===== src/rtl/selec_config_ctrl_if.sv =====
// Config write port for selec_config_ctrl: valid/ready beats plus
// the error and commit-done pulses returned to the host.
interface selec_config_ctrl_if #(
    parameter int ADDR_W  = 4,
    parameter int FIELD_W = 11
);
    logic               cfg_valid;
    logic               cfg_ready;
    logic [ADDR_W-1:0]  cfg_addr;
    logic [FIELD_W-1:0] cfg_field;
    logic               cfg_commit;
    logic               cfg_err;
    logic               commit_done;

    modport master (
        output cfg_valid, cfg_addr, cfg_field, cfg_commit,
        input  cfg_ready, cfg_err, commit_done
    );

    modport slave (
        input  cfg_valid, cfg_addr, cfg_field, cfg_commit,
        output cfg_ready, cfg_err, commit_done
    );
endinterface


===== src/rtl/selec_config_ctrl.sv =====
// Shadowed select-field configuration for data_selector; commits the
// shadow to wSelec behind a busy window so consumers can drain first.
module selec_config_ctrl #(
    parameter int MAIN_INPUTS              = 16,
    parameter int REGS_INPUTS              = 64,
    parameter int SELECTOR_OUTPUTS         = 4,
    parameter int SELECTOR_OUTPUTS_PER_BUS = 4,
    parameter int HOLD_CYCLES              = 2,
    localparam int MAIN_W     = $clog2(MAIN_INPUTS),
    localparam int REG_W      = $clog2(REGS_INPUTS + 1),
    localparam int FIELD_W    = MAIN_W + REG_W,
    localparam int NUM_FIELDS = SELECTOR_OUTPUTS * SELECTOR_OUTPUTS_PER_BUS,
    localparam int SEL_W      = NUM_FIELDS * FIELD_W
) (
    input  logic              clk,
    input  logic              rst,
    selec_config_ctrl_if.slave cfg,
    output logic              wBusy,
    output logic [SEL_W-1:0]  wSelec
);
    typedef enum logic [1:0] {
        IDLE,
        DRAIN,
        UPDATE,
        SETTLE
    } state_t;

    state_t           state;
    state_t           state_n;
    logic [7:0]       cnt;
    logic [7:0]       cnt_n;
    logic [SEL_W-1:0] shadow;
    logic [REG_W-1:0] reg_idx;
    logic             legal;
    logic             accept;
    logic             start;

    assign reg_idx = cfg.cfg_field[FIELD_W-1 -: REG_W];
    // reg_idx == REGS_INPUTS is the "no register source" code
    assign legal   = reg_idx <= REG_W'(REGS_INPUTS);
    assign accept  = cfg.cfg_valid && cfg.cfg_ready;
    assign start   = accept && cfg.cfg_commit;

    always_ff @(posedge clk or negedge rst) begin
        if (!rst) begin
            state <= IDLE;
            cnt   <= '0;
        end else begin
            state <= state_n;
            cnt   <= cnt_n;
        end
    end

    always_comb begin
        state_n = state;
        cnt_n   = cnt;
        unique case (state)
            IDLE: begin
                if (start) begin
                    state_n = DRAIN;
                    cnt_n   = 8'(HOLD_CYCLES - 1);
                end
            end
            DRAIN: begin
                if (cnt == 8'd0) begin
                    state_n = UPDATE;
                end else begin
                    cnt_n = cnt - 8'd1;
                end
            end
            UPDATE: state_n = SETTLE;
            SETTLE: state_n = IDLE;
            default: state_n = IDLE;
        endcase
    end

    always_ff @(posedge clk or negedge rst) begin
        if (!rst) begin
            shadow          <= '0;
            wSelec          <= '0;
            wBusy           <= 1'b0;
            cfg.cfg_ready   <= 1'b1;
            cfg.cfg_err     <= 1'b0;
            cfg.commit_done <= 1'b0;
        end else begin
            cfg.cfg_err     <= accept && !legal;
            cfg.commit_done <= state == SETTLE;
            if (accept && legal) begin
                shadow[cfg.cfg_addr*FIELD_W +: FIELD_W] <= cfg.cfg_field;
            end
            if (state == UPDATE) begin
                wSelec <= shadow;
            end
            if (start) begin
                wBusy         <= 1'b1;
                cfg.cfg_ready <= 1'b0;
            end else if (state == SETTLE) begin
                wBusy         <= 1'b0;
                cfg.cfg_ready <= 1'b1;
            end
        end
    end
endmodule


===== src/flat_wrapper.sv =====
// flat-port wrapper written by rule: the top's interface ports become plain ports
module selec_config_ctrl_flat 
#(
    parameter int MAIN_INPUTS              = 16,
    parameter int REGS_INPUTS              = 64,
    parameter int SELECTOR_OUTPUTS         = 4,
    parameter int SELECTOR_OUTPUTS_PER_BUS = 4,
    parameter int HOLD_CYCLES              = 2,
    localparam int MAIN_W     = $clog2(MAIN_INPUTS),
    localparam int REG_W      = $clog2(REGS_INPUTS + 1),
    localparam int FIELD_W    = MAIN_W + REG_W,
    localparam int NUM_FIELDS = SELECTOR_OUTPUTS * SELECTOR_OUTPUTS_PER_BUS,
    localparam int SEL_W      = NUM_FIELDS * FIELD_W
)
  (clk, rst, wBusy, wSelec, cfg_cfg_valid, cfg_cfg_addr, cfg_cfg_field, cfg_cfg_commit, cfg_cfg_ready, cfg_cfg_err, cfg_commit_done);
  selec_config_ctrl_if #(.ADDR_W(4), .FIELD_W((11))) cfg_i ();
  input  logic clk;
  input  logic rst;
  output logic wBusy;
  output logic [SEL_W-1:0] wSelec;
  input wire logic [$bits(cfg_i.cfg_valid)-1:0] cfg_cfg_valid;
  input wire logic [$bits(cfg_i.cfg_addr)-1:0] cfg_cfg_addr;
  input wire logic [$bits(cfg_i.cfg_field)-1:0] cfg_cfg_field;
  input wire logic [$bits(cfg_i.cfg_commit)-1:0] cfg_cfg_commit;
  output wire logic [$bits(cfg_i.cfg_ready)-1:0] cfg_cfg_ready;
  output wire logic [$bits(cfg_i.cfg_err)-1:0] cfg_cfg_err;
  output wire logic [$bits(cfg_i.commit_done)-1:0] cfg_commit_done;
  assign cfg_i.cfg_valid = cfg_cfg_valid;
  assign cfg_i.cfg_addr = cfg_cfg_addr;
  assign cfg_i.cfg_field = cfg_cfg_field;
  assign cfg_i.cfg_commit = cfg_cfg_commit;
  assign cfg_cfg_ready = cfg_i.cfg_ready;
  assign cfg_cfg_err = cfg_i.cfg_err;
  assign cfg_commit_done = cfg_i.commit_done;
  selec_config_ctrl #(.MAIN_INPUTS(MAIN_INPUTS), .REGS_INPUTS(REGS_INPUTS), .SELECTOR_OUTPUTS(SELECTOR_OUTPUTS), .SELECTOR_OUTPUTS_PER_BUS(SELECTOR_OUTPUTS_PER_BUS), .HOLD_CYCLES(HOLD_CYCLES)) u_core (.clk(clk), .rst(rst), .cfg(cfg_i), .wBusy(wBusy), .wSelec(wSelec));
endmodule

===== config.mk =====
export PLATFORM = sky130hd
export DESIGN_NAME = selec_config_ctrl_flat
export DESIGN_NICKNAME = d
export VERILOG_FILES = /design/src/rtl/selec_config_ctrl_if.sv /design/src/rtl/selec_config_ctrl.sv /design/src/flat_wrapper.sv
export SDC_FILE = /design/constraint.sdc
export NUM_CORES = 1
export LEC_CHECK = 0
export CORE_MARGIN = 5
export CORE_UTILIZATION = 37
export DETAILED_ROUTE_END_ITERATION = 10
export HOLD_SLACK_MARGIN = 0.12
export RECOVER_POWER = 25
export SLEW_MARGIN = 30
export SYNTH_ARGS = -nofsm -noshare
export SYNTH_HDL_FRONTEND = slang
export SYNTH_SLANG_ARGS = --single-unit

===== constraint.sdc =====
create_clock -name clk -period 2.4 [get_ports clk]
set_clock_uncertainty 0.15 [all_clocks]
set_input_delay 0.48 -clock clk [delete_from_list [all_inputs] [get_ports clk]]
set_output_delay 0.48 -clock clk [all_outputs]
set_load 0.02 [all_outputs]

==> results of run 1 <==
## layout by cell type (no fill, tap or decap), types with 2 or more instances in the layout
| cell | count |
|---|---|
| buf_4 | 71 |
| or3_1 | 9 |
| or4_1 | 4 |
| clkdlybuf4s50_1 | 191 |
| dfrtp_1 | 365 |
| clkbuf_8 | 13 |
| clkinvlp_4 | 2 |
| dlymetal6s2s_1 | 4 |
| o21ai_0 | 51 |
| and3_1 | 14 |
| a21oi_1 | 8 |
| clkbuf_16 | 42 |
| nand3_1 | 7 |
| diode_2 | 2 |
| mux2_4 | 4 |
| ha_1 | 9 |
| mux2_1 | 23 |
| o31ai_1 | 5 |
| nor3_1 | 5 |
| nor2_1 | 14 |
| nand2_1 | 13 |
| dlygate4sd3_1 | 2 |
| inv_1 | 10 |
| clkinv_2 | 5 |
| buf_12 | 11 |
| buf_6 | 3 |
| clkbuf_1 | 10 |
| clkbuf_2 | 2 |
| or2_1 | 5 |
| mux2_2 | 302 |
| and2_1 | 30 |
## stage by stage
step                cells  area, um^2  TNS [ns]  utilization
detailed placement   1708       17650    -82.79       0.4577
global route         1786       19030  -0.02375       0.4935
floorplan             953       14390         0            -
CTS                  1780       18980         0       0.4923
finish               1787       19030         0       0.4935
global placement     1708       17650    -77.91       0.4577
## worst paths after layout
path | from | to | slack (ns) | depth (start not counted)
max in group asynchronous | rst | u_core.shadow[1]$_DFFE_PN0P_ | 0.40 | 3
min in group clk | u_core.cnt[0]$_DFFE_PN0P_ | u_core.cnt[0]$_DFFE_PN0P_ | 0.33 | 1
hold reg to reg | u_core.cnt[0]$_DFFE_PN0P_ | u_core.cnt[0]$_DFFE_PN0P_ | 0.33 | 1
setup / recovery | cfg_cfg_valid | u_core.shadow[92]$_DFFE_PN0P_ | 0.04 | 6
hold / removal | rst | u_core.wSelec[71]$_DFFE_PN0P_ | 0.23 | 2
setup reg to reg | u_core.cfg.cfg_ready$_DFFE_PN1P_ | u_core.shadow[92]$_DFFE_PN0P_ | 0.08 | 5
## worst reg2reg max path, delay by kind of cell, from the launching register on
kind | cells | cell delay (ns)
AND/OR/NAND/NOR | 3 | 0.92
flip-flops | 1 | 0.60
multiplexers | 1 | 0.34
buffers and inverters | 1 | 0.19
## cell usage after synthesis (all sizes together)
cell type / number
clkbuf: 29
o31a: 1
nor3b: 1
nand3: 7
nor3: 5
nor4b: 2
mux2i: 1
o32ai: 1
a21oi: 8
buf: 18
nor2: 15
a21o: 1
and3: 15
nand4b: 1
dfstp: 1
or2: 7
o31ai: 5
o221ai: 1
o21ai: 52
mux2: 329
or3: 10
and2: 31
o2111ai: 2
or4: 4
dfrtp: 365
ha: 10
xor2: 1
inv: 10
o32a: 1
nand2: 13
nor4: 2
or3b: 1
or4b: 1
o41ai: 1
xnor2: 1
## cells by family after synthesis
group                    share of synthesized area
XOR/XNOR                                  0.001218
multiplexers                                0.2588
buffers and inverters                      0.01705
flip-flops                                  0.6368
AND/OR/NAND/NOR                            0.04740
AO/OA/AOI/OAI                              0.03010
adder cells (fa/ha/maj)                   0.008698
## sequential cells by signal, summed over array words and instances (netlist names)
register and flops:
u_core.cfg.cfg_err 1, u_core.cfg.cfg_ready 1, u_core.cfg.commit_done 1, u_core.cnt 8, u_core.shadow 176, u_core.state 2, u_core.wBusy 1, u_core.wSelec 176
## area by class of cell
class | count | share of cell area
antenna | 2 | 0.0002630
clock buffer | 63 | 0.06621
clock inverter | 8 | 0.002959
inverter | 10 | 0.001973
multi-input combinational | 530 | 0.2648
sequential | 366 | 0.4814
tap | 518 | 0.03406
timing repair buffer | 290 | 0.1483
## timing repair
item                       CTS  global route
pin swaps                    1             4
setup endpoints to repair   14            87
resized for setup            3            19
buffers inserted             0             4
gates cloned                 0             1
hold endpoints to repair   234             0
hold buffers                 1             0
## metal layers
layer  share of wire  vias up
li1                -     3964
met1            0.44     4509
met2            0.47      189
met3           0.071       46
met4           0.015        6
met5          0.0011        -
## power by group through the flow
stage | Clock [W] | Sequential (W) | Combinational, W
after floorplan | 0 | 0.00822 | 0.00208
after global placement | 0 | 0.00772 | 0.00479
after detailed placement | 0 | 0.00774 | 0.00482
after CTS | 0.00624 | 0.00763 | 0.00485
after global routing | 0.00649 | 0.00772 | 0.00518
final | 0.00605 | 0.00760 | 0.00482
==> flow_metrics.env, run 1 <==
export IMPL_number_of_antenna_violations_at_the_first_check_in_global_routing=7
export IMPL_outcome="complete, no violations"
export IMPL_most_used_routing_layer="met2"
export IMPL_synth_area_leaders="dfrtp_1, mux2_2, mux2_1, o21ai_0, and2_1"
export IMPL_post_dp_hpwl_mm=25.64
export IMPL_syn_inst=953
export IMPL_syn_nets=982
export IMPL_switching_power_w=0.005423
export IMPL_hold_violations=0
export IMPL_synth_top_cell_by_area="dfrtp_1"
export IMPL_cts_root_to_sink_buffers=3
export IMPL_floorplan_rows=72
export IMPL_hold_class="primary input to asynchronous set/reset pin"
export IMPL_worst_endpoint_arrival_ns=2.64
export IMPL_remaining_drc_errors=0
export IMPL_avgSynthCellArea_um2=15.09
export IMPL_ctsRootBufferMaster="clkbuf_16"
export IMPL_port_buffers=198
export IMPL_clock_tree_from_tritoncts="yes"
export IMPL_globalRouteOverflowTotal=0
export IMPL_number_of_global_route_vias_before_repair=9285
export IMPL_finalWorstSetupSlack_ns=0.04008
export IMPL_clock_latency_ns=0.54
export IMPL_power_density_cell_area_mw_per_mm2=970.9
export IMPL_pwr_share_clk=0.327
export IMPL_report_final_setup_viol=0
export IMPL_cp_num_buf_inv=2
export IMPL_core_mm2=0.03856
export IMPL_final_antenna_net_count=0
export IMPL_worst_slew_pin_slew_ns=1.225
export IMPL_met3_usage=0.05280
export IMPL_crit_slowest_cell="dlygate4sd3_1"
export IMPL_use_met2=0.2671
export IMPL_power_total_w=0.01848
export IMPL_io_pins=199
export IMPL_end_kind="flop"
export IMPL_comb_power_share=0.261
export IMPL_fin_crit_sh=0.9833
export IMPL_flow_area_growth_from_synthesis_pct=32.29
export IMPL_hold_worst_slack_ns=0.2321
export IMPL_cp_max_fo=6
export IMPL_die_width_um=207.2
export IMPL_die_area_mm2=0.04292
export IMPL_fmaxAchievable_mhz=423.7
export IMPL_total_via_count_after_detailed_routing=8714
export IMPL_yosys_warnings=0
export IMPL_htree_levels=2
export IMPL_timing_worst_setup_path_type="primary input to flop"
export IMPL_multiInputGateArea_mm2=0.005040
export IMPL_intPower_w=0.01305
export IMPL_global_route_wire_length_before_repair_mm=57.06
export IMPL_grt_met1_usage=0.2297
export IMPL_floorplan_initialDensity=0.3731
export IMPL_crit_path_cell_trace="dlygate4sd3_1, nand2_1, or3_4, nor4b_4, buf_6, mux2_2"
export IMPL_drt_iter0_markers=287
export IMPL_seq_area_mm2=0.009160
export IMPL_power_switching_share=0.2935
export IMPL_yosys_register_bits=366
export IMPL_routedWlPerCell_um=20.56
export IMPL_slew_headroom=0.1836
export IMPL_critical_path_top_delay_family="simple AND/OR/NAND/NOR gates"
export IMPL_critical_path_start_type="primary input"
export IMPL_clock_sink_count=366
export IMPL_timing_critical_path_slowest_cell_delay_ns=0.67
export IMPL_p_leak_nw=9.184
export IMPL_seq_power_share=0.412
export IMPL_synth_top_area_share=0.6349
export IMPL_avgViaCountPerCell=4.876
export IMPL_filler_cell_count=3465
export IMPL_layout_min_cycle_time_ns=2.360
export IMPL_preCtsSetupSlack_ns=-0.5824
export IMPL_postRouteWirelength_mm=36.74
export IMPL_slew_violations=0
export IMPL_share_of_layout_cells_above_drive_strength_1=0.3749
export IMPL_synth_seq_area_share=0.6368
export IMPL_worst_ep_required_time_ns=2.68
export IMPL_floorplan_die_height_um=207.2
export IMPL_grt_usage=0.1689
export IMPL_detailedRoute_firstPassIterationCount=6
export IMPL_grt_max_degree=82
export IMPL_place_congestion=0.7715
export IMPL_synth_distinct_cells=45
export IMPL_synthesis_area_mm2=0.01439
export IMPL_clk_pin_slew_ns=0.06
export IMPL_max_cap_violations=0
export IMPL_max_vdd_ir_drop_mv=0.4669
export IMPL_cts_made_buffers=41
export IMPL_num_nets_final=1268
Power figures use the tool's default switching activity.
==> run 2, diff against run 1 <==
Settings changed: CELL_PAD_IN_SITES_DETAIL_PLACEMENT set to 0, CELL_PAD_IN_SITES_GLOBAL_PLACEMENT set to 1, PLACE_DENSITY_LB_ADDON set to 0.1.
==> run 2 against run 1 <==
Against the previous run:
- non-clock buffer count rose by 9
- via count rose by 0.59%
- total power rose by 1.3%
- fmax barely moved
- clock power rose by 2%
- die area did not move
- sequential cell count did not move
- worst setup slack barely moved
- critical path depth rose by 2
- worst hold slack improved by 0.096 ns
- core utilization rose by 0.25 points
- global-route usage rose by 0.58 points
==> flow_metrics.env, run 2 (synthesis gave the netlist of run 1 again) <==
export IMPL_crit_path_cell_trace="clkdlybuf4s50_1, buf_4, o41ai_4, buf_4, o2111ai_2, nor2_1, buf_12, mux2_2"
export IMPL_outcome="complete, no violations"
export IMPL_die_width_um=207.2
export IMPL_floorplan_rows=72
export IMPL_slew_headroom=0.0007965
export IMPL_total_instance_count_after_detailed_placement=1714
export IMPL_drt_iter0_markers=263
export IMPL_cts_made_buffers=41
export IMPL_hold_worst_slack_ns=0.3277
export IMPL_num_nets_final=1277
export IMPL_critical_path_start_type="primary input"
export IMPL_final_antenna_net_count=0
export IMPL_fin_util=0.4961
export IMPL_max_vdd_ir_drop_mv=0.5194
export IMPL_timing_worst_setup_path_type="primary input to flop"
export IMPL_floorplan_initialDensity=0.3731
export IMPL_most_common_library_cell_in_the_layout_ignoring_fill_and_taps="dfrtp_1"
export IMPL_seq_area_mm2=0.009160
export IMPL_layout_cells_most_common_list="dfrtp_1, mux2_2, clkdlybuf4s50_1, buf_4, o21ai_0"
export IMPL_reg_largest_list="u_core.shadow: 176 flops, u_core.wSelec: 176 flops, u_core.cnt: 8 flops"
export IMPL_timing_critical_path_slowest_cell_delay_ns=0.40
export IMPL_io_pins=199
export IMPL_power_density_cell_area_mw_per_mm2=978.4
export IMPL_ctsRootBufferMaster="clkbuf_16"
export IMPL_filler_cell_count=3468
export IMPL_number_of_global_route_vias_before_repair=9484
export IMPL_register_to_register_setup_slack_ns=0.07
export IMPL_die_area_mm2=0.04292
export IMPL_clock_tree_from_tritoncts="yes"
export IMPL_fmaxAchievable_mhz=423.8
export IMPL_flow_area_growth_from_synthesis_pct=32.97
export IMPL_end_kind="flop"
export IMPL_cell_with_the_most_instances_on_the_worst_path="buf_4"
export IMPL_slew_violations=0
export IMPL_grt_setup_unrepaired="true"
export IMPL_report_final_setup_viol=0
export IMPL_cp_max_fo=11
export IMPL_worst_endpoint_arrival_ns=2.63
export IMPL_total_via_count_after_detailed_routing=8765
export IMPL_core_mm2=0.03856
export IMPL_layout_min_cycle_time_ns=2.360
export IMPL_crit_slowest_cell="clkdlybuf4s50_1"
export IMPL_worst_ep_required_time_ns=2.67
export IMPL_place_congestion=0.7913
export IMPL_global_route_wire_length_before_repair_mm=59.18
export IMPL_worst_slew_pin_slew_ns=1.499
export IMPL_cts_root_to_sink_buffers=3
export IMPL_port_buffers=198
export IMPL_hold_class="flop to flop"
export IMPL_globalRouteOverflowTotal=0
export IMPL_multiInputGateArea_mm2=0.005050
export IMPL_share_of_layout_cells_above_drive_strength_1=0.3794
export IMPL_hold_violations=0
export IMPL_floorplan_die_height_um=207.2
export IMPL_grt_usage=0.1747
export IMPL_p_leak_nw=9.233
export IMPL_number_of_antenna_violations_at_the_first_check_in_global_routing=5
export IMPL_postRouteWirelength_mm=37.64
export IMPL_fin_crit_sh=0.9832
export IMPL_grt_max_degree=59
export IMPL_clock_sink_count=366
export IMPL_cp_num_buf_inv=4
export IMPL_detailedRoute_firstPassIterationCount=4
export IMPL_clk_pin_slew_ns=0.06
export IMPL_routedWlPerCell_um=20.97
export IMPL_remaining_drc_errors=0
export IMPL_htree_levels=2
export IMPL_clock_latency_ns=0.53
export IMPL_post_dp_hpwl_mm=26.43
export IMPL_critical_path_top_delay_family="buffers and inverters"
export IMPL_avgViaCountPerCell=4.883
export IMPL_max_cap_violations=0
export IMPL_stdcell_count=1795
==> run 2: power breakdown <==
| group | switching, W | internal (W) | leakage [nW] |
|---|---|---|---|
| logic | 0.00245 | 0.00246 | 3.54 |
| registers | 0.000576 | 0.00705 | 5.04 |
| clock network | 0.00241 | 0.00377 | 0.660 |
| total | 0.00543 | 0.0133 | 9.23 |
==> run 2: cell type report <==
class,instances,share of cell area
clock inverter,6,0.004775
multi-input combinational,530,0.2640
inverter,10,0.001962
clock buffer,62,0.06515
timing repair buffer,299,0.1508
antenna,4,0.0005233
sequential,366,0.4789
tap,518,0.03389
==> run 2: path summary, 6_finish.rpt <==
kind | start | end | cells past startpoint
max in group asynchronous | rst | u_core.wSelec[146]$_DFFE_PN0P_ | 3
setup reg to reg | u_core.cfg.cfg_ready$_DFFE_PN1P_ | u_core.shadow[88]$_DFFE_PN0P_ | 5
min in group asynchronous | rst | u_core.shadow[172]$_DFFE_PN0P_ | 2
setup / recovery | cfg_cfg_field[5] | u_core.shadow[118]$_DFFE_PN0P_ | 8
hold reg to reg | u_core.cnt[0]$_DFFE_PN0P_ | u_core.cnt[0]$_DFFE_PN0P_ | 1
hold / removal | u_core.cnt[0]$_DFFE_PN0P_ | u_core.cnt[0]$_DFFE_PN0P_ | 1
==> run 2: per-stage QoR <==
stage,setup TNS (ns),setup slack (ns),power (W),area [um^2]
floorplan,0,0.01445,0.01030,14390
global placement,-96.98,-0.6267,0.01267,17650
detailed placement,-93.50,-0.6030,0.01271,17650
CTS,-0.4830,-0.02490,0.01900,19050
global route,-0.2019,-0.02092,0.01962,19120
finish,0,0.04021,0.01871,19130
==> run 2: worst reg2reg max path, cell delays in order (launching register included) <==
cell	delay (ns)
dfstp_2	0.61
nand2_1	0.13
or3_4	0.39
nor4b_4	0.40
buf_6	0.20
mux2_2	0.34
==> run 2: layer usage <==
metal | global-route usage | up-vias | wire, um
met1 | 0.2442 | 4541 | 17390
li1 | - | 3989 | -
met5 | 0 | - | 41
met4 | 0.03602 | 6 | 614
met2 | 0.2733 | 174 | 17270
met3 | 0.05204 | 55 | 2330
==> run 2: what timing repair did <==
action / in CTS / in global routing
setup buffers: 0 / 5
gates cloned: 1 / 2
hold endpoints to repair: 88 / 0
pin swaps: 0 / 4
gates resized for setup: 14 / 14
setup endpoints to repair: 79 / 152
hold buffers: 1 / 0
==> RTL change, RTL diff (flow settings as in run 1) <==
Encoding of `state_t`: now Gray code (2 bits for 4 states).
--- a/src/rtl/selec_config_ctrl.sv
+++ b/src/rtl/selec_config_ctrl.sv
@@ -20,8 +20,8 @@
 );
     typedef enum logic [1:0] {
-        IDLE,
-        DRAIN,
-        UPDATE,
-        SETTLE
+        IDLE   = 2'b00,
+        DRAIN  = 2'b01,
+        UPDATE = 2'b11,
+        SETTLE = 2'b10
     } state_t;
 
Formal check against the unedited RTL: same outputs for any inputs over 4 cycles, from zero or initial values and one cycle with rst low; so few cycles prove little.
==> RTL change against run 1 <==
Global-route usage rose by 0.12 points. Synthesized area fell by 0.83%. Die area fell by 0.79%. Setup slack got worse by 0.0080 ns. Wire length fell by 3.4%. Cell area fell by 0.12%. Critical path depth rose by 1. First-iteration DRC count fell by 15%. Sequential cell count did not move. Critical path type unchanged. Critical endpoint is now u_core.shadow[80]. Largest cell class unchanged.
Power is not compared: it rests on default switching activity, and its combinational part moved more than twofold at a synthesized area within 25%.
==> RTL change: results (changes against run 1) <==
| Metric | Value |
|---|---|
| Layout net count | 1231 (-2.9%) |
| Iteration-0 DRC count of the detailed router | 245 (-15%) |
| Hold WC Path Type | in -> reg |
| Syn nets | 959 (-2.3%) |
| Synth top cells by count | dfrtp_1 (365), mux2_2 (271), mux2_1 (49) |
| Inverter count | 7 (-3) |
| Non-clk bufs | 274 (-5.5%) |
| Proportion of synthesized area in mux cells | 0.263 (+0.00437) |
| Post-Syn Instances | 934 (-2.0%) |
| Pin count of the biggest net entering global routing | 96 (+17%) |
| Filler instances | 3364 (-2.9%) |
| Die ar. | 42600 um2 (-0.79%) |
| Adder-cell share of the synthesized area | 0.00526 (-0.00344) |
| Clock buffer count | 62 (-1.6%) |
| Synth Area in Compound Gates | 0.0256 (-0.00448) |
| Hpwl dp | 23.8 mm (-7.0%) |
| Data buffer area share | 0.145 (-0.00292) |
| Via count | 8537 (-2.0%) |
| Total global-route track usage | 0.170 (+0.00123) |
| Ranking of synthesized cells by area | dfrtp_1 (64%), mux2_2 (21%), mux2_1 (3.9%), o21ai_0 (1.3%), mux2_4 (1.1%) |
| Post-Synth XOR/XNOR Area | 0.00430 (+0.00308) |
| Final Wtd Congestion | 0.792 (+2.6%) |
| Vias in the first global route | 9278 (-0.075%) |
| Worst-Margin Slew | 1.31 ns (+0.0814 ns) |
| DRT Pass-1 Iters | 4 (-2) |
| Status | finished clean |
| Place WS | -0.586 ns (-0.00309 ns) |
| Antenna violations before repair | 2 (-5) |
| CP delay by family, top | buffers and inverters |
| Multi-In Gates | 516 (-2.6%) |
| Crit-path max cell delay | 0.43 ns (-0.24 ns) |
| Area after DPL | 17500 um2 (-0.69%) |
==> RTL change: cell types whose count changed in the layout (fill, tap and decap cells not counted), sizes merged, moves of 5 or more <==
| cell | before | now |
|---|---|---|
| a21oi | 8 | 3 |
| and2 | 31 | 21 |
| buf | 87 | 75 |
| clkbuf | 68 | 63 |
| nor2 | 15 | 20 |
==> RTL change: what timing repair did <==
item / 4_1_cts / 5_1_grt
hold buffers: 1 / 0
setup endpoints to repair: 8 / 124
gates cloned: 0 / 0
gates resized for setup: 2 / 23
pin swaps: 0 / 4
endpoints found under the hold margin: 102 / 0
==> RTL change: routing by layer <==
metal | part of all wire | up-vias | wire length [um] | global-route usage
met1 | 0.45 | 4436 | 16100 | 0.235
met2 | 0.48 | 173 | 16900 | 0.272
met3 | 0.048 | 61 | 1710 | 0.0381
met4 | 0.023 | 2 | 831 | 0.0473
li1 | - | 3865 | - | -
met5 | 0.00037 | - | 13 | 0
==> RTL change: final timing paths <==
check / startpoint / end / slack (ns) / cells past startpoint
min in group asynchronous: rst / u_core.wSelec[53] / 0.62 / 2
worst max-delay path: cfg_cfg_addr[1] / u_core.shadow[80] / 0.03 / 7
worst min register to register: u_core.shadow[122] / u_core.shadow[122] / 0.33 / 1
worst min-delay path: cfg_cfg_field[6] / u_core.shadow[50] / 0.33 / 4
worst max register to register: u_core.cfg.cfg_ready / u_core.shadow[97] / 0.14 / 4
max in group asynchronous: rst / u_core.cfg.cfg_ready / 0.32 / 3
==> RTL change: where the power goes <==
| part | internal (mW) | switching, mW | total, mW |
|---|---|---|---|
| Combinational | 0.129 | 0.292 | 0.421 |
| Clock | 3.99 | 2.44 | 6.43 |
| Sequential | 6.17 | 0 | 6.17 |
